File: config.mk
export PLATFORM = sky130hd
export DESIGN_NAME = decode_queue_flat
export DESIGN_NICKNAME = d
export VERILOG_FILES = /design/src/rtl/decode_queue_pkg.sv /design/src/rtl/decode_queue_if.sv /design/src/rtl/decode_queue_core.sv /design/src/rtl/decode_queue.sv /design/src/flat_wrapper.sv
export SDC_FILE = /design/constraint.sdc
export NUM_CORES = 1
export LEC_CHECK = 0
export CORE_ASPECT_RATIO = 0.5
export CORE_MARGIN = 2
export CORE_UTILIZATION = 25
export CTS_CLUSTER_SIZE = 12
export DETAILED_ROUTE_END_ITERATION = 10
export HOLD_SLACK_MARGIN = 0.02
export PLACE_DENSITY_LB_ADDON = 0.12
export SYNTH_ARGS = -nofsm -noshare
export SYNTH_HDL_FRONTEND = slang
export SYNTH_HIERARCHICAL = 1
export SYNTH_SLANG_ARGS = --single-unit
File: constraint.sdc
create_clock -name clk -period 13.28 [get_ports clk]
set_clock_uncertainty 0.05 [all_clocks]
set_input_delay 1.328 -clock clk [delete_from_list [all_inputs] [get_ports clk]]
set_output_delay 1.328 -clock clk [all_outputs]
set_load 0.01 [all_outputs]
File: src/rtl/decode_queue_pkg.sv
// Shared decode definitions: opcodes, funct/REGIMM codes, control-word layout, queue types.
package decode_queue_pkg;

    localparam int unsigned XLEN  = 32;
    localparam int unsigned REGW  = 5;
    localparam int unsigned CTRLW = 16;

    // Primary opcodes
    localparam logic [5:0] OP_SPECIAL = 6'h00;
    localparam logic [5:0] OP_REGIMM  = 6'h01;
    localparam logic [5:0] OP_J       = 6'h02;
    localparam logic [5:0] OP_JAL     = 6'h03;
    localparam logic [5:0] OP_BEQ     = 6'h04;
    localparam logic [5:0] OP_BNE     = 6'h05;
    localparam logic [5:0] OP_BLEZ    = 6'h06;
    localparam logic [5:0] OP_BGTZ    = 6'h07;
    localparam logic [5:0] OP_ADDI    = 6'h08;
    localparam logic [5:0] OP_ADDIU   = 6'h09;
    localparam logic [5:0] OP_SLTI    = 6'h0A;
    localparam logic [5:0] OP_SLTIU   = 6'h0B;
    localparam logic [5:0] OP_ANDI    = 6'h0C;
    localparam logic [5:0] OP_ORI     = 6'h0D;
    localparam logic [5:0] OP_XORI    = 6'h0E;
    localparam logic [5:0] OP_LUI     = 6'h0F;
    localparam logic [5:0] OP_LW      = 6'h23;
    localparam logic [5:0] OP_SW      = 6'h2B;

    // SPECIAL funct codes
    localparam logic [5:0] FN_SLL  = 6'h00;
    localparam logic [5:0] FN_SRL  = 6'h02;
    localparam logic [5:0] FN_SRA  = 6'h03;
    localparam logic [5:0] FN_SLLV = 6'h04;
    localparam logic [5:0] FN_SRLV = 6'h06;
    localparam logic [5:0] FN_SRAV = 6'h07;
    localparam logic [5:0] FN_JR   = 6'h08;
    localparam logic [5:0] FN_JALR = 6'h09;
    localparam logic [5:0] FN_ADD  = 6'h20;
    localparam logic [5:0] FN_ADDU = 6'h21;
    localparam logic [5:0] FN_SUB  = 6'h22;
    localparam logic [5:0] FN_SUBU = 6'h23;
    localparam logic [5:0] FN_AND  = 6'h24;
    localparam logic [5:0] FN_OR   = 6'h25;
    localparam logic [5:0] FN_XOR  = 6'h26;
    localparam logic [5:0] FN_NOR  = 6'h27;
    localparam logic [5:0] FN_SLT  = 6'h2A;
    localparam logic [5:0] FN_SLTU = 6'h2B;

    // REGIMM rt codes
    localparam logic [4:0] RT_BLTZ   = 5'h00;
    localparam logic [4:0] RT_BGEZ   = 5'h01;
    localparam logic [4:0] RT_BLTZAL = 5'h10;
    localparam logic [4:0] RT_BGEZAL = 5'h11;

    // Control-word bit positions; bits [3:0] hold the ALU operation
    localparam int unsigned C_REG_WRITE = 15;
    localparam int unsigned C_MEM_READ  = 14;
    localparam int unsigned C_MEM_WRITE = 13;
    localparam int unsigned C_MEM_TO_REG = 12;
    localparam int unsigned C_BRANCH    = 11;
    localparam int unsigned C_JUMP      = 10;
    localparam int unsigned C_LINK      = 9;
    localparam int unsigned C_REG_DST   = 8;
    localparam int unsigned C_ZERO_EXT  = 7;
    localparam int unsigned C_ALU_IMM   = 6;
    localparam int unsigned C_SHIFT_VAR = 5;
    localparam int unsigned C_OVF_TRAP  = 4;

    localparam logic [3:0] ALU_ADD  = 4'h0;
    localparam logic [3:0] ALU_SUB  = 4'h1;
    localparam logic [3:0] ALU_AND  = 4'h2;
    localparam logic [3:0] ALU_OR   = 4'h3;
    localparam logic [3:0] ALU_XOR  = 4'h4;
    localparam logic [3:0] ALU_NOR  = 4'h5;
    localparam logic [3:0] ALU_SLT  = 4'h6;
    localparam logic [3:0] ALU_SLTU = 4'h7;
    localparam logic [3:0] ALU_SLL  = 4'h8;
    localparam logic [3:0] ALU_SRL  = 4'h9;
    localparam logic [3:0] ALU_SRA  = 4'hA;
    localparam logic [3:0] ALU_LUI  = 4'hB;

    typedef enum logic {NORMAL, DSLOT} decq_state_t;

    typedef struct packed {
        logic [XLEN-1:0] pc;
        logic [XLEN-1:0] instr;
    } decq_entry_t;

endpackage

File: src/rtl/decode_queue_if.sv
// Fetch, issue and redirect signals of the decode queue.
interface decode_queue_if #(
    parameter int unsigned DEPTH = 4
);
    localparam int unsigned CNTW = $clog2(DEPTH + 1);

    logic            in_valid;
    logic [31:0]     in_pc;
    logic [31:0]     in_instr;
    logic            in_ready;
    logic            flush;
    logic            out_valid;
    logic            out_ready;
    logic [31:0]     vs;
    logic [31:0]     vt;
    logic [31:0]     out_pc;
    logic            out_is_dslot;
    logic [15:0]     controlD;
    logic [4:0]      rsD;
    logic [4:0]      rtD;
    logic [4:0]      rdD;
    logic [4:0]      shamtD;
    logic [31:0]     immD;
    logic            redirect_valid;
    logic [31:0]     redirect_pc;
    logic [CNTW-1:0] count;

    modport slave (
        input  in_valid, in_pc, in_instr, flush, out_ready, vs, vt,
        output in_ready, out_valid, out_pc, out_is_dslot, controlD,
               rsD, rtD, rdD, shamtD, immD, redirect_valid, redirect_pc, count
    );

    modport master (
        output in_valid, in_pc, in_instr, flush, out_ready, vs, vt,
        input  in_ready, out_valid, out_pc, out_is_dslot, controlD,
               rsD, rtD, rdD, shamtD, immD, redirect_valid, redirect_pc, count
    );
endinterface

File: src/rtl/decode_queue_core.sv
// Combinational decoder for the queue head: control word, fields, immediate, CTI resolution.
module decode_queue_core
    import decode_queue_pkg::*;
(
    input  logic [31:0] instr_i,
    input  logic [31:0] pc_i,
    input  logic [31:0] vs_i,
    input  logic [31:0] vt_i,
    output logic [15:0] control_o,
    output logic [4:0]  rs_o,
    output logic [4:0]  rt_o,
    output logic [4:0]  rd_o,
    output logic [4:0]  shamt_o,
    output logic [31:0] imm_o,
    output logic        taken_o,
    output logic [31:0] target_o
);
    logic [5:0]  op;
    logic [5:0]  fn;
    logic [15:0] imm16;
    logic [31:0] sext;
    logic [31:0] pc4;
    logic [31:0] pc8;
    logic [3:0]  alu;

    assign op    = instr_i[31:26];
    assign fn    = instr_i[5:0];
    assign imm16 = instr_i[15:0];
    assign sext  = {{16{imm16[15]}}, imm16};
    assign pc4   = pc_i + 32'd4;
    assign pc8   = pc_i + 32'd8;
    assign rs_o  = instr_i[25:21];
    assign rt_o  = instr_i[20:16];

    // Instruction decode; rd_o is the destination register (rt for I-type, 31 for links)
    always_comb begin
        control_o = '0;
        alu       = ALU_ADD;
        rd_o      = instr_i[20:16];
        shamt_o   = instr_i[10:6];
        imm_o     = sext;
        taken_o   = 1'b0;
        target_o  = pc4 + (sext << 2);
        unique case (op)
            OP_SPECIAL: begin
                control_o[C_REG_WRITE] = 1'b1;
                control_o[C_REG_DST]   = 1'b1;
                rd_o                   = instr_i[15:11];
                unique case (fn)
                    FN_SLL:  alu = ALU_SLL;
                    FN_SRL:  alu = ALU_SRL;
                    FN_SRA:  alu = ALU_SRA;
                    FN_SLLV, FN_SRLV, FN_SRAV: begin
                        alu = (fn == FN_SLLV) ? ALU_SLL : ((fn == FN_SRLV) ? ALU_SRL : ALU_SRA);
                        control_o[C_SHIFT_VAR] = 1'b1;
                        shamt_o = vs_i[4:0];
                    end
                    FN_JR: begin
                        control_o = '0;
                        control_o[C_JUMP] = 1'b1;
                        taken_o  = 1'b1;
                        target_o = vs_i;
                    end
                    FN_JALR: begin
                        control_o[C_JUMP] = 1'b1;
                        control_o[C_LINK] = 1'b1;
                        imm_o    = pc8;
                        taken_o  = 1'b1;
                        target_o = vs_i;
                    end
                    FN_ADD:  begin alu = ALU_ADD; control_o[C_OVF_TRAP] = 1'b1; end
                    FN_ADDU: alu = ALU_ADD;
                    FN_SUB:  begin alu = ALU_SUB; control_o[C_OVF_TRAP] = 1'b1; end
                    FN_SUBU: alu = ALU_SUB;
                    FN_AND:  alu = ALU_AND;
                    FN_OR:   alu = ALU_OR;
                    FN_XOR:  alu = ALU_XOR;
                    FN_NOR:  alu = ALU_NOR;
                    FN_SLT:  alu = ALU_SLT;
                    FN_SLTU: alu = ALU_SLTU;
                    default: control_o = '0;
                endcase
            end
            OP_REGIMM: begin
                control_o[C_BRANCH] = 1'b1;
                unique case (instr_i[20:16])
                    RT_BLTZ: taken_o = vs_i[31];
                    RT_BGEZ: taken_o = ~vs_i[31];
                    RT_BLTZAL, RT_BGEZAL: begin
                        taken_o = (instr_i[16]) ? ~vs_i[31] : vs_i[31];
                        control_o[C_REG_WRITE] = 1'b1;
                        control_o[C_LINK]      = 1'b1;
                        rd_o  = 5'd31;
                        imm_o = pc8;
                    end
                    default: control_o = '0;
                endcase
            end
            OP_J, OP_JAL: begin
                control_o[C_JUMP] = 1'b1;
                taken_o  = 1'b1;
                target_o = {pc4[31:28], instr_i[25:0], 2'b00};
                if (op == OP_JAL) begin
                    control_o[C_REG_WRITE] = 1'b1;
                    control_o[C_LINK]      = 1'b1;
                    rd_o  = 5'd31;
                    imm_o = pc8;
                end
            end
            OP_BEQ:  begin control_o[C_BRANCH] = 1'b1; taken_o = (vs_i == vt_i); end
            OP_BNE:  begin control_o[C_BRANCH] = 1'b1; taken_o = (vs_i != vt_i); end
            OP_BLEZ: begin control_o[C_BRANCH] = 1'b1; taken_o = vs_i[31] | (vs_i == '0); end
            OP_BGTZ: begin control_o[C_BRANCH] = 1'b1; taken_o = ~vs_i[31] & (vs_i != '0); end
            OP_ADDI, OP_ADDIU, OP_SLTI, OP_SLTIU, OP_ANDI, OP_ORI, OP_XORI, OP_LUI: begin
                control_o[C_REG_WRITE] = 1'b1;
                control_o[C_ALU_IMM]   = 1'b1;
                unique case (op)
                    OP_ADDI:  begin alu = ALU_ADD; control_o[C_OVF_TRAP] = 1'b1; end
                    OP_SLTI:  alu = ALU_SLT;
                    OP_SLTIU: alu = ALU_SLTU;
                    OP_ANDI:  alu = ALU_AND;
                    OP_ORI:   alu = ALU_OR;
                    OP_XORI:  alu = ALU_XOR;
                    OP_LUI:   alu = ALU_LUI;
                    default:  alu = ALU_ADD;
                endcase
                if (op == OP_ANDI || op == OP_ORI || op == OP_XORI) begin
                    control_o[C_ZERO_EXT] = 1'b1;
                    imm_o = {16'h0, imm16};
                end
                if (op == OP_LUI) imm_o = {imm16, 16'h0};
            end
            OP_LW: begin
                control_o[C_REG_WRITE]  = 1'b1;
                control_o[C_MEM_READ]   = 1'b1;
                control_o[C_MEM_TO_REG] = 1'b1;
                control_o[C_ALU_IMM]    = 1'b1;
            end
            OP_SW: begin
                control_o[C_MEM_WRITE] = 1'b1;
                control_o[C_ALU_IMM]   = 1'b1;
            end
            default: control_o = '0;
        endcase
        control_o[3:0] = alu;
    end
endmodule

File: src/rtl/decode_queue.sv
// Decode stage: instruction queue, head decode, delay-slot FSM and fetch redirect.
module decode_queue
    import decode_queue_pkg::*;
#(
    parameter int unsigned DEPTH = 4
) (
    input logic           clk,
    input logic           reset,
    decode_queue_if.slave bus
);
    localparam int unsigned PTRW = (DEPTH > 1) ? $clog2(DEPTH) : 1;
    localparam int unsigned CNTW = $clog2(DEPTH + 1);

    decq_entry_t     mem_q [DEPTH];
    logic [PTRW-1:0] head_q, head_d, tail_q, tail_d;
    logic [CNTW-1:0] count_q, count_d;
    decq_state_t     state_q, state_d;
    logic [31:0]     target_q, target_d;
    logic            redir_valid_q, redir_valid_d;
    logic [31:0]     redir_pc_q, redir_pc_d;

    logic            out_valid_c, in_ready_c, push_c, pop_c, wr_en_c;
    decq_entry_t     head_e;
    logic [15:0]     ctrl_c;
    logic [4:0]      rs_c, rt_c, rd_c, sh_c;
    logic [31:0]     imm_c, target_c;
    logic            taken_c;

    assign out_valid_c = (count_q != '0);
    assign in_ready_c  = (count_q < CNTW'(DEPTH)) & ~redir_valid_q;
    assign push_c      = bus.in_valid & in_ready_c;
    assign pop_c       = out_valid_c & bus.out_ready;
    assign head_e      = mem_q[head_q];

    decode_queue_core u_core (
        .instr_i   (head_e.instr),
        .pc_i      (head_e.pc),
        .vs_i      (bus.vs),
        .vt_i      (bus.vt),
        .control_o (ctrl_c),
        .rs_o      (rs_c),
        .rt_o      (rt_c),
        .rd_o      (rd_c),
        .shamt_o   (sh_c),
        .imm_o     (imm_c),
        .taken_o   (taken_c),
        .target_o  (target_c)
    );

    // Head outputs are forced to zero while the queue is empty
    assign bus.in_ready       = in_ready_c;
    assign bus.out_valid      = out_valid_c;
    assign bus.out_pc         = out_valid_c ? head_e.pc : '0;
    assign bus.out_is_dslot   = out_valid_c & (state_q == DSLOT);
    assign bus.controlD       = out_valid_c ? ctrl_c : '0;
    assign bus.rsD            = out_valid_c ? rs_c : '0;
    assign bus.rtD            = out_valid_c ? rt_c : '0;
    assign bus.rdD            = out_valid_c ? rd_c : '0;
    assign bus.shamtD         = out_valid_c ? sh_c : '0;
    assign bus.immD           = out_valid_c ? imm_c : '0;
    assign bus.redirect_valid = redir_valid_q;
    assign bus.redirect_pc    = redir_pc_q;
    assign bus.count          = count_q;

    // Next-state: flush beats delay-slot squash, which beats ordinary push/pop
    always_comb begin
        state_d       = state_q;
        head_d        = head_q;
        tail_d        = tail_q;
        count_d       = count_q;
        target_d      = target_q;
        redir_valid_d = 1'b0;
        redir_pc_d    = redir_pc_q;
        wr_en_c       = 1'b0;
        if (bus.flush) begin
            state_d  = NORMAL;
            head_d   = '0;
            tail_d   = '0;
            count_d  = '0;
            target_d = '0;
        end else begin
            unique case (state_q)
                DSLOT: begin
                    if (pop_c) begin
                        state_d       = NORMAL;
                        head_d        = '0;
                        tail_d        = '0;
                        count_d       = '0;
                        redir_valid_d = 1'b1;
                        redir_pc_d    = target_q;
                    end
                end
                default: begin
                    if (pop_c && taken_c) begin
                        state_d  = DSLOT;
                        target_d = target_c;
                    end
                end
            endcase
            if (!(state_q == DSLOT && pop_c)) begin
                if (push_c) begin
                    wr_en_c = 1'b1;
                    tail_d  = (tail_q == PTRW'(DEPTH - 1)) ? '0 : tail_q + PTRW'(1);
                end
                if (pop_c) begin
                    head_d = (head_q == PTRW'(DEPTH - 1)) ? '0 : head_q + PTRW'(1);
                end
                if (push_c && !pop_c) count_d = count_q + CNTW'(1);
                else if (!push_c && pop_c) count_d = count_q - CNTW'(1);
            end
        end
    end

    // Control state registers
    always_ff @(posedge clk) begin
        if (reset) begin
            state_q       <= NORMAL;
            head_q        <= '0;
            tail_q        <= '0;
            count_q       <= '0;
            target_q      <= '0;
            redir_valid_q <= 1'b0;
            redir_pc_q    <= '0;
        end else begin
            state_q       <= state_d;
            head_q        <= head_d;
            tail_q        <= tail_d;
            count_q       <= count_d;
            target_q      <= target_d;
            redir_valid_q <= redir_valid_d;
            redir_pc_q    <= redir_pc_d;
        end
    end

    // Entry storage; contents are don't-care after reset
    always_ff @(posedge clk) begin
        if (wr_en_c) mem_q[tail_q] <= '{pc: bus.in_pc, instr: bus.in_instr};
    end
endmodule

File: src/flat_wrapper.sv
// flat-port wrapper written by rule: the top's interface ports become plain ports
module decode_queue_flat import decode_queue_pkg::*;
#(
    parameter int unsigned DEPTH = 4
)
  (clk, reset, bus_in_valid, bus_in_pc, bus_in_instr, bus_flush, bus_out_ready, bus_vs, bus_vt, bus_in_ready, bus_out_valid, bus_out_pc, bus_out_is_dslot, bus_controlD, bus_rsD, bus_rtD, bus_rdD, bus_shamtD, bus_immD, bus_redirect_valid, bus_redirect_pc, bus_count);
  decode_queue_if #(.DEPTH(DEPTH)) bus_i ();
  input logic clk;
  input logic reset;
  input wire logic [$bits(bus_i.in_valid)-1:0] bus_in_valid;
  input wire logic [$bits(bus_i.in_pc)-1:0] bus_in_pc;
  input wire logic [$bits(bus_i.in_instr)-1:0] bus_in_instr;
  input wire logic [$bits(bus_i.flush)-1:0] bus_flush;
  input wire logic [$bits(bus_i.out_ready)-1:0] bus_out_ready;
  input wire logic [$bits(bus_i.vs)-1:0] bus_vs;
  input wire logic [$bits(bus_i.vt)-1:0] bus_vt;
  output wire logic [$bits(bus_i.in_ready)-1:0] bus_in_ready;
  output wire logic [$bits(bus_i.out_valid)-1:0] bus_out_valid;
  output wire logic [$bits(bus_i.out_pc)-1:0] bus_out_pc;
  output wire logic [$bits(bus_i.out_is_dslot)-1:0] bus_out_is_dslot;
  output wire logic [$bits(bus_i.controlD)-1:0] bus_controlD;
  output wire logic [$bits(bus_i.rsD)-1:0] bus_rsD;
  output wire logic [$bits(bus_i.rtD)-1:0] bus_rtD;
  output wire logic [$bits(bus_i.rdD)-1:0] bus_rdD;
  output wire logic [$bits(bus_i.shamtD)-1:0] bus_shamtD;
  output wire logic [$bits(bus_i.immD)-1:0] bus_immD;
  output wire logic [$bits(bus_i.redirect_valid)-1:0] bus_redirect_valid;
  output wire logic [$bits(bus_i.redirect_pc)-1:0] bus_redirect_pc;
  output wire logic [$bits(bus_i.count)-1:0] bus_count;
  assign bus_i.in_valid = bus_in_valid;
  assign bus_i.in_pc = bus_in_pc;
  assign bus_i.in_instr = bus_in_instr;
  assign bus_i.flush = bus_flush;
  assign bus_i.out_ready = bus_out_ready;
  assign bus_i.vs = bus_vs;
  assign bus_i.vt = bus_vt;
  assign bus_in_ready = bus_i.in_ready;
  assign bus_out_valid = bus_i.out_valid;
  assign bus_out_pc = bus_i.out_pc;
  assign bus_out_is_dslot = bus_i.out_is_dslot;
  assign bus_controlD = bus_i.controlD;
  assign bus_rsD = bus_i.rsD;
  assign bus_rtD = bus_i.rtD;
  assign bus_rdD = bus_i.rdD;
  assign bus_shamtD = bus_i.shamtD;
  assign bus_immD = bus_i.immD;
  assign bus_redirect_valid = bus_i.redirect_valid;
  assign bus_redirect_pc = bus_i.redirect_pc;
  assign bus_count = bus_i.count;
  decode_queue #(.DEPTH(DEPTH)) u_core (.clk(clk), .reset(reset), .bus(bus_i));
endmodule
==> metrics.md, run 1 <==
| Metric | Value |
|---|---|
| Slowest stage delay, CP | around 0.81 ns |
| Yosys cell types | 80 |
| Leak | 7.26 nW |
| FFs w/ async S/R, synth | 0% |
| Post-DP HPWL | between 40000 and 50000 µm |
| DIE WIDTH | 380 µm |
| PortBufs | 271 |
| Vias | 13300 |
| Tightest Hold Check Type | reg -> reg |
| Commonest non-fill, non-tap cells in the layout | clkdlybuf4s50_1 (271), edfxtp_1 (256), nand2_1 (238), a21oi_1 (136), and2_1 (105) |
| Storage element area | 0.00916 mm² |
| Fmax | 132 MHz |
| Fin util | 32.0% |
| Clock root buffer | clkbuf_16 |
| Seq/Total Area, Yosys | around 52% |
| Nets | slightly below 2000 |
| Setup tns final | 0 ns |
| Placed Area | 0.0211 mm² |
| Period utilisation layout | 56.9% |
| CP top delay family | simple AND/OR/NAND/NOR gates |
| PnR worst setup slack | roughly 5.7 ns |
| Vias/cell | 4.83 |
| Relative slew slack | 23.9% |
| Ranking of synthesized cells by area | edfxtp_1 (44%), dfxtp_1 (8.3%), mux4_2 (8.2%) |
| I/O Pins | 272 |
| Commonest non-fill, non-tap cell in the layout | clkdlybuf4s50_1 |
| Critical-path maximum fanout | 37 |
| Fin. Hold Viols | 0 |
| Row cnt | 68 |
| Layout cells sized above 1 | 8.71% |
| Largest vdd supply drop | 0.0655 mV |
| RSZ-0062 raised after global routing | no |
| Critical path arrival | ~6.2 ns |
| Clock latency on the worst-skew pair | about 0.55 ns |
| Cells resized by post-CTS repair | 0 |
| Buf/Inv on CP | 3 |
| Die height | about 190 µm |
| Post-synth top area cell | edfxtp_1 |
| Initial antenna violation count | 2 |
| CP max stage cell | dfxtp_4 |
| GRT Util Overall | roughly 17% |
| Worst setup SP type | flop |
| Cell count after synthesis | 1567 |
| Synth Cell Area | roughly 0.018 mm² |
| Mapped Nets | 1743 |
| Residual DRC | 0 |
| Final Routed Wirelength | about 64000 µm |
| Vias in the first global route | between 10000 and 15000 |
| Routability cong. | 0.870 |
| Worst-Margin Slew | 1.14 ns |
| Final hold slack | 0.402 ns |
| Length of the first detailed-routing pass in iterations | 5 |
| Clock tree buffer depth | 3 |
| Mean post-synth cell area | 11.3 µm² |
| Multi-input logic area | 0.00789 mm² |
| Sink Count | 329 |
| GRT overflow | 0 |
| Wire length of the first global-routing pass | slightly above 90000 µm |
| Setup bufs post-CTS | 0 |
| Status | finished, final reports clean |
| Worst reg2reg setup slack | approximately 6.7 ns |
| Starting Density | 25.4% |
| Share of the synthesized area in the top cell type | 43.5% |
| Pin count of the biggest net entering global routing | 75 |
| Post-route ant nets | 0 |
| EDFF count, synth | 256 |
| CP endpoint kind | primary output |
| Pwr/cell area | 112 mW/mm² |
| Seq cells post-synth | 329 |
| Placement Setup Slack | 6.19 ns |
| Syn-to-layout area delta | 25.7% |
| WS Path Type | reg -> out |
| Filler instances | 7140 |
| Detailed Route Iter0 Violations | 1187 |
| Max-cap violation count | 0 |
| Die footprint | roughly 0.073 mm² |
| DP Cell Count | 2693 |
| Slew Viols, Final | 0 |
| Non-Filler Instances | ~2800 |
| Total CTS buffers | 35 |
| Main flop type after synthesis | edfxtp_1 |
| Synth warnings | 6 |
| Core area | between 0.06 and 0.07 mm² |
| Crit-path cells | buf_4, mux4_2, nor2_1, nand2_1, nor2_1, a31oi_1, and2_1, inv_2, a21oi_1, o21ai_0, and2_1, clkdlybuf4s50_1 |
| Final setup viols | 0 |
| Final Power | 2.49 mW |
| CTS clock-pin slew for the worst setup and hold paths | 0.06 ns |
| Post-CTS Hold Buffers | 0 |
| CTS tree | built |
| Final min period | 7.56 ns |
| WL/cell | 23.4 µm |
| H-tree Lvls | 2 |
| Fin area | 0.0222 mm² |
| WP data required | 11.90 ns |
flip-flops by register name, summed over array words and instances, names as in the netlist:
signal                     cells
u_core/mem_q                 256
u_core/bus.redirect_pc        32
u_core/target_q               32
u_core/bus.count               3
u_core/head_q                  2
u_core/tail_q                  2
u_core/bus.redirect_valid      1
u_core/state_q                 1
logic make-up after synthesis:
logic type | after synthesis | synth area share (%)
DFF | 329 | 51.8
AOI/OAI and AO/OA | 314 | 10.8
and+or+nand+nor | 563 | 16.1
muxes | 73 | 8.67
xor gates and xnor gates | 115 | 5.83
adders and majority gates | 44 | 3.15
buffers and inverters | 129 | 3.61
synthesized netlist by cell type (8+ instances only):
cell type,count
a221o_1,8
dfxtp_1,73
buf_2,31
nand3_1,32
xnor2_1,48
nor4_1,23
buf_6,8
a21o_1,18
or4_1,8
nand2_1,238
buf_4,14
ha_1,42
mux4_2,64
nand2b_1,10
nor2_1,52
mux2i_1,9
nor3_1,18
edfxtp_1,256
and2_1,109
xor2_1,65
a22oi_1,28
nand4_1,18
a21oi_1,136
and3_1,10
o21ai_0,66
inv_1,24
clkbuf_1,48
layout make-up:
cell class                 count  share of cell area [%]
tap                          945                    5.33
clock inverter                 7                   0.316
sequential                   329                    41.3
multi-input combinational   1109                    35.5
antenna                        3                  0.0338
clock buffer                  48                    4.44
inverter                      26                   0.440
timing repair buffer         284                    12.7
worst paths after layout:
check / from / cells past startpoint / end
setup reg to reg: u_core/head_q[0] / 20 / u_core/target_q[28]
setup / recovery: u_core/head_q[0] / 12 / bus_immD[10]
hold reg to reg: u_core/target_q[5] / 2 / u_core/bus.redirect_pc[5]
hold / removal: u_core/target_q[5] / 2 / u_core/bus.redirect_pc[5]
tightest hold or removal path, delay by kind of cell, from the launching register on:
family | cells | cell delay, ns
AND/OR/NAND/NOR | 1 | 0.05
AO/OA/AOI/OAI | 1 | 0.05
flip-flops | 1 | 0.31
routing by layer:
metal	routed length [µm]	up-vias	track usage, %
met5	0	-	0
met4	1120	0	3.68
met3	2980	65	2.89
met2	31000	311	28.7
met1	29400	6711	23.3
li1	-	6191	-
power by group:
group | switching, mW | internal, mW
Clock | 0.412 | 0.521
Sequential | 0.00522 | 1.12
Combinational | 0.248 | 0.175
Note: power is estimated with default switching activity, not from simulation.
==> run 2, diff against run 1 <==
==> constraint.sdc (replaced) <==
create_clock -name clk -period 6.6 [get_ports clk]
set_clock_uncertainty 0.05 [all_clocks]
set_input_delay 0.66 -clock clk [delete_from_list [all_inputs] [get_ports clk]]
set_output_delay 0.66 -clock clk [all_outputs]
set_load 0.01 [all_outputs]
==> run 2 against run 1 <==
Worst setup slack worse by 5.2 ns. Final cell count is 0.55% higher. Wire length is 0.51% higher. Highest routed layer unchanged. Die area stayed put.
==> metrics.md, run 2 (synthesis gave the netlist of run 1 again) <==
| Metric | Value |
|---|---|
| Status | finished, final reports clean |
| Detailed Route Iter0 Violations | 1063 (-10%) |
| Combinational group share of total power | 17.0% (about the same) |
| Seq pwr share | 45.8% (+0.4 points) |
| GRT Util Overall | 17.3% (+0.13 points) |
| Worst reg2reg setup slack | 0.98 ns (-5.74 ns) |
| Hold-critical path depth | 2 (unchanged) |
| Tightest Hold Check Type | reg -> reg |
| Fin. Hold Viols | 0 (unchanged) |
| Total CTS buffers | 35 (unchanged) |
| WS Path Type | reg -> out |
| DIE WIDTH | 380 µm (unchanged) |
| Layout cells sized above 1 | 9.51% (+0.80 points) |
| Relative slew slack | 26.8% (+2.9 points) |
| Row cnt | 68 (unchanged) |
| Launch point of the worst path | u_core/head_q[0] |
| Core area | 0.0694 mm² (unchanged) |
| Clock latency on the worst-skew pair | 0.55 ns (about the same) |
| Storage element area | 0.00916 mm² (unchanged) |
| Filler instances | 7162 (+0.31%) |
| Multi-input logic area | 0.00789 mm² (unchanged) |
| CTS tree | built |
| Vias | 13300 (-0.060%) |
| Vias/cell | 4.80 (-0.60%) |
| Worst setup SP type | flop |
| Post-CTS Hold Buffers | 0 (unchanged) |
| Hold EP | u_core/bus.redirect_pc[13] |
| Cell Int Power | 3.64 mW (+100%) |
| Wire length of the first global-routing pass | 91800 µm (+0.34%) |
| Critical-path maximum fanout | 25 (-32%) |
| H-tree Lvls | 2 (unchanged) |
| Die footprint | 0.0729 mm² (unchanged) |
| Period utilisation layout | around 90% |
| Pwr/cell area | 222 mW/mm² (+99%) |
| Hold_sp | u_core/bus.redirect_pc[13] |
| RSZ-0062 raised after global routing | no |
| Clock root buffer | clkbuf_16 |
| DP Cell Count | 2710 (+0.63%) |
| Worst R2R End | u_core/target_q[24] |
| Non-Filler Instances | 2766 (+0.55%) |
| Sink Count | 329 (unchanged) |
| Top reg by flops | u_core/mem_q |
| Initial antenna violation count | 1 (-1) |
| Final Routed Wirelength | 64800 µm (+0.51%) |
| Path depth of the worst reg2reg path | 19 (-5.0%) |
| Number of flip-flops in the largest register | 256 (unchanged) |
| Max-cap violation count | 0 (unchanged) |
| Slew Viols, Final | 0 (unchanged) |
| Clk pwr share | 37.2% (-0.4 points) |
| Routability cong. | 0.872 (+0.24%) |
| Length of the first detailed-routing pass in iterations | 6 (+1) |
| Commonest non-fill, non-tap cell in the layout | clkdlybuf4s50_1 |
| Vias in the first global route | 13000 (+1.9%) |
| CTS clock-pin slew for the worst setup and hold paths | 0.07 ns (about the same) |
| Largest vdd supply drop | 0.170 mV (+160%) |
| Nets | 1978 (+0.87%) |
| Psw | 1.32 mW (+99%) |
| WL/cell | 23.4 µm (about the same) |
| Pin count of the biggest net entering global routing | 66 (-12%) |
| Clock tree buffer depth | 3 (unchanged) |
| Setup bufs post-CTS | 0 (unchanged) |
| Die height | 192 µm (unchanged) |
| Commonest non-fill, non-tap cells in the layout | clkdlybuf4s50_1 (271), edfxtp_1 (256), nand2_1 (238), a21oi_1 (136), and2_1 (105) |
| CP endpoint kind | primary output |
| Starting Density | 25.4% (unchanged) |
| Fmax | 165 MHz |
| Post-route ant nets | 0 (unchanged) |
| Final min period | between 6 and 7 ns |
| PortBufs | 271 (unchanged) |
| Worst-Margin Slew | 1.10 ns (-0.0403 ns) |
| I/O Pins | 272 (unchanged) |
| Reg-to-reg startpoint | u_core/head_q[0] |
| Leak | 7.34 nW (+1.0%) |
| Cells resized by post-CTS repair | 0 (unchanged) |
| Post-DP HPWL | 48600 µm (+1.3%) |
| WP data required | 5.89 ns (-6.01 ns) |
| Setup tns final | 0 ns (unchanged) |
| Switch share | 26.7% (-0.11 points) |
| Final setup viols | 0 (unchanged) |
| Critical path arrival | 5.36 ns (-0.82 ns) |
| Syn-to-layout area delta | 26.3% |
| Residual DRC | 0 (unchanged) |
| GRT overflow | 0 (unchanged) |
==> run 2: cell types whose count changed in the layout (fill, tap and decap cells not counted), sizes merged <==
cell    delta
buf       +17
clkbuf     -1
clkinv     +1
diode      -1
inv        -1
==> run 2: metal layers <==
layer | wire, µm | vias up | track usage, %
li1 | - | 6232 | -
met4 | 1830 | 0 | 5.10
met5 | 0 | - | 0
met2 | 30600 | 316 | 28.5
met3 | 2900 | 80 | 2.83
met1 | 29400 | 6642 | 23.3
==> run 2: area by class of cell <==
| type | instances | area share, % |
|---|---|---|
| sequential | 329 | 41.1 |
| tap | 945 | 5.30 |
| inverter | 26 | 0.438 |
| antenna | 2 | 0.0224 |
| timing repair buffer | 301 | 13.2 |
| clock buffer | 47 | 4.29 |
| clock inverter | 7 | 0.353 |
| multi-input combinational | 1109 | 35.4 |
==> run 2: worst max-delay path: stages (launching register included) <==
cell and delay [ns]:
dfxtp_4 0.74, buf_4 0.28, mux4_2 0.57, nor2_1 0.46, nand2_1 0.21, or3_1 0.66, nor2_1 0.33, or2_1 0.47
nand2_1 0.09, o21ai_0 0.21, and2_1 0.20, clkdlybuf4s50_1 0.53
==> run 2: how the worst max path moves through the flow <==
stage | endpoint | slack, ns | cells after the start
detailed placement | u_core/target_q[28] | 1.05 | 19
global route | bus_immD[13] | 0.29 | 11
global placement | u_core/target_q[28] | 0.98 | 18
finish | bus_immD[10] | 0.53 | 11
floorplan | u_core/target_q[24] | 2.29 | 21
CTS | bus_immD[10] | 0.53 | 11
==> run 2: power by group through the flow <==
stage	Sequential [mW]	Clock (mW)	Combinational, mW
floorplan	2.31	0	0.447
global placement	2.32	0	0.846
detailed placement	2.32	0	0.840
CTS	2.27	1.90	0.843
global route	2.27	1.99	0.903
finish	2.27	1.85	0.841
==> run 2: per-stage QoR <==
stage                     instance area (µm²)  power [mW]  utilization, %  hold WS (ns)  setup slack, ns
after floorplan                         17700        2.76               -         0.382             2.29
after global placement                  21300        3.16            30.6         0.392            0.977
after detailed placement                21300        3.16            30.6         0.396             1.05
after CTS                               22300        5.02            32.1         0.406            0.530
after global routing                    22300        5.16            32.1         0.422            0.290
final                                   22300        4.96            32.1         0.403            0.535
==> run 3, diff against run 2 <==
--- a/config.mk
+++ b/config.mk
@@ -6,12 +6,13 @@
 export NUM_CORES = 1
 export LEC_CHECK = 0
 export CORE_ASPECT_RATIO = 0.5
-export CORE_MARGIN = 2
 export CORE_UTILIZATION = 25
 export CTS_CLUSTER_SIZE = 12
 export DETAILED_ROUTE_END_ITERATION = 10
 export HOLD_SLACK_MARGIN = 0.02
 export PLACE_DENSITY_LB_ADDON = 0.12
+export RECOVER_POWER = 25
+export SLEW_MARGIN = 20
 export SYNTH_ARGS = -nofsm -noshare
 export SYNTH_HDL_FRONTEND = slang
 export SYNTH_HIERARCHICAL = 1
==> run 3 against run 2 <==
Flip-flop and latch count unchanged. Sequential share of layout area shrank 0.16 points. Critical path depth unchanged. Critical path type unchanged. Via count down 0.23%.
==> metrics.md, run 3 (synthesis gave the netlist of run 1 again) <==
| Metric | Value |
|---|---|
| Path depth of the worst reg2reg path | 20 (+1) |
| Slew Viols, Final | 0 (unchanged) |
| Vias/cell | 4.78 (-0.33%) |
| Placed Area | 0.0213 mm² (about the same) |
| Cells resized by post-CTS repair | 0 (unchanged) |
| Post-route ant nets | 0 (unchanged) |
| Total CTS buffers | 35 (unchanged) |
| Wire length of the first global-routing pass | 92500 µm (+0.75%) |
| Setup tns final | 0 ns (unchanged) |
| CP endpoint kind | primary output |
| WS Path Type | reg -> out |
| PnR worst setup slack | 0.467 ns (-0.0680 ns) |
| Max-cap violation count | 0 (unchanged) |
| Worst reg2reg setup slack | 0.90 ns (-0.08 ns) |
| Fin area | 0.0224 mm² (+0.36%) |
| Initial antenna violation count | 8 (+7) |
| Fmax | 163 MHz (-1.1%) |
| Filler instances | 7120 (-0.59%) |
| RSZ-0062 raised after global routing | no |
| Clk pwr share | 38.5% (+1.3 points) |
| Antenna diode count | 0 (-2) |
| Psw | 1.32 mW (about the same) |
| CTS tree | built |
| Switch share | 26.1% (-0.57 points) |
| Final min period | 6.13 ns (+0.0680 ns) |
| GRT overflow | 0 (unchanged) |
| Final setup viols | 0 (unchanged) |
| Critical-path maximum fanout | 29 (+16%) |
| I/O Pins | 272 (unchanged) |
| Syn-to-layout area delta | 26.8% |
| Cell Int Power | 3.75 mW (+3.0%) |
| H-tree Lvls | 2 (unchanged) |
| GRT Util Overall | 17.8% (+0.57 points) |
| Die footprint | 0.0718 mm² (-1.6%) |
| Fin. Hold Viols | 0 (unchanged) |
| Clock tree buffer depth | 3 (unchanged) |
| Number of flip-flops in the largest register | 256 (unchanged) |
| Post-CTS Hold Buffers | 0 (unchanged) |
| WL/cell | 23.5 µm (+0.14%) |
| Routability cong. | 0.846 (-3.0%) |
| Vias in the first global route | 13000 (+0.054%) |
| Combinational group share of total power | 16.7% (-0.3 points) |
| Commonest non-fill, non-tap cell in the layout | edfxtp_1 |
| Worst-Margin Slew | 0.969 ns (-0.128 ns) |
| Worst R2R End | u_core/target_q[28] |
| Seq pwr share | 44.8% (-1.0 points) |
| Die height | 190 µm (-1.0%) |
| Length of the first detailed-routing pass in iterations | 6 (unchanged) |
| Residual DRC | 0 (unchanged) |
| PortBufs | 271 (unchanged) |
| Reg-to-reg startpoint | u_core/head_q[1] |
| Hold EP | u_core/bus.redirect_pc[18] |
| Relative slew slack | 35.1% (+8.3 points) |
| Top reg by flops | u_core/mem_q |
| Leak | 7.39 nW (+0.67%) |
| Hold-critical path depth | 2 (unchanged) |
| Layout cells sized above 1 | 9.43% (-0.081 points) |
| Worst setup SP type | flop |
| Vias | 13200 (-0.23%) |
| Period utilisation layout | 92.9% (+1.0 points) |
| Setup bufs post-CTS | 0 (unchanged) |
| Tightest Hold Check Type | reg -> reg |
| Starting Density | 25.4% (unchanged) |
| Clock root buffer | clkbuf_16 |
| Commonest non-fill, non-tap cells in the layout | edfxtp_1 (256), nand2_1 (238), clkdlybuf4s50_1 (223), a21oi_1 (136), and2_1 (105) |
| Status | finished, final reports clean |
| Sink Count | 329 (unchanged) |
| Detailed Route Iter0 Violations | 1134 (+6.7%) |
| Core area | 0.0694 mm² (unchanged) |
| Nets | 1977 (-0.051%) |
| Clock latency on the worst-skew pair | 0.55 ns (about the same) |
| Hold_sp | u_core/bus.redirect_pc[18] |
| WP data required | 5.89 ns (about the same) |
| Pwr/cell area | 226 mW/mm² (+1.8%) |
| Largest vdd supply drop | 0.102 mV (-40%) |
| Critical path arrival | 5.42 ns (+0.06 ns) |
| CTS clock-pin slew for the worst setup and hold paths | 0.07 ns (about the same) |
| Pin count of the biggest net entering global routing | 112 (+70%) |
| Final Routed Wirelength | 64900 µm (+0.25%) |
| DIE WIDTH | 378 µm (-0.53%) |
| Row cnt | 68 (unchanged) |
| Post-DP HPWL | 48500 µm (-0.20%) |
| Placement Setup Slack | 1.00 ns (-0.0428 ns) |
[run 3: worst max path at each step]
stage / start / end / slack, ns / depth (start not counted)
floorplan: u_core/head_q[1] / u_core/target_q[24] / 2.29 / 21
CTS: u_core/head_q[0] / bus_immD[10] / 0.47 / 11
global placement: u_core/head_q[1] / u_core/target_q[28] / 0.92 / 20
detailed placement: u_core/head_q[1] / u_core/target_q[24] / 1.00 / 20
global route: u_core/head_q[0] / bus_immD[10] / 0.15 / 11
finish: u_core/head_q[0] / bus_immD[10] / 0.47 / 11
[run 3: layer usage]
metal / vias up / GRT usage, % / part of all wire (%)
met5: - / 0 / 0.052
met4: 6 / 4.10 / 2.3
met3: 81 / 2.92 / 4.6
met2: 318 / 29.3 / 47
met1: 6602 / 24.5 / 46
li1: 6233 / - / -
[run 3: power groups by stage]
| stage | Combinational [mW] | Clock, mW | Sequential, mW |
|---|---|---|---|
| 6_report | 0.846 | 1.95 | 2.27 |
| 5_1_grt | 0.906 | 2.10 | 2.27 |
| 4_1_cts | 0.847 | 2.02 | 2.27 |
| 3_5_place_dp | 0.844 | 0 | 2.32 |
| 3_3_place_gp | 0.852 | 0 | 2.32 |
| 2_1_floorplan | 0.447 | 0 | 2.31 |
[run 3: cell type report]
| cell class | count | area, µm² | share of cell area [%] |
|---|---|---|---|
| tap | 945 | 1180 | 5.28 |
| clock inverter | 7 | 100 | 0.447 |
| inverter | 26 | 97.6 | 0.436 |
| clock buffer | 53 | 1010 | 4.49 |
| multi-input combinational | 1109 | 7890 | 35.2 |
| timing repair buffer | 300 | 2960 | 13.2 |
| sequential | 329 | 9150 | 40.9 |
[run 3: worst max-delay path, cell delays in order (launching register included)]
cell and delay (ns):
dfxtp_4 0.82, buf_4 0.35, mux4_2 0.59, nor3_1 0.52
and2_1 0.52, a31oi_1 0.45, and2_1 0.38, inv_2 0.17
a21oi_1 0.05, o21ai_0 0.27, and2_1 0.21, clkdlybuf4s50_1 0.54
[run 3: stage by stage]
| step | util [%] | std cells | power [mW] | hold slack, ns |
|---|---|---|---|---|
| finish | 32.2 | 2769 | 5.07 | 0.403 |
| detailed placement | 30.6 | 2708 | 3.16 | 0.396 |
| CTS | 32.2 | 2768 | 5.14 | 0.405 |
| global placement | 30.6 | 2708 | 3.17 | 0.392 |
| floorplan | - | 1567 | 2.76 | 0.382 |
| global route | 32.2 | 2769 | 5.28 | 0.419 |
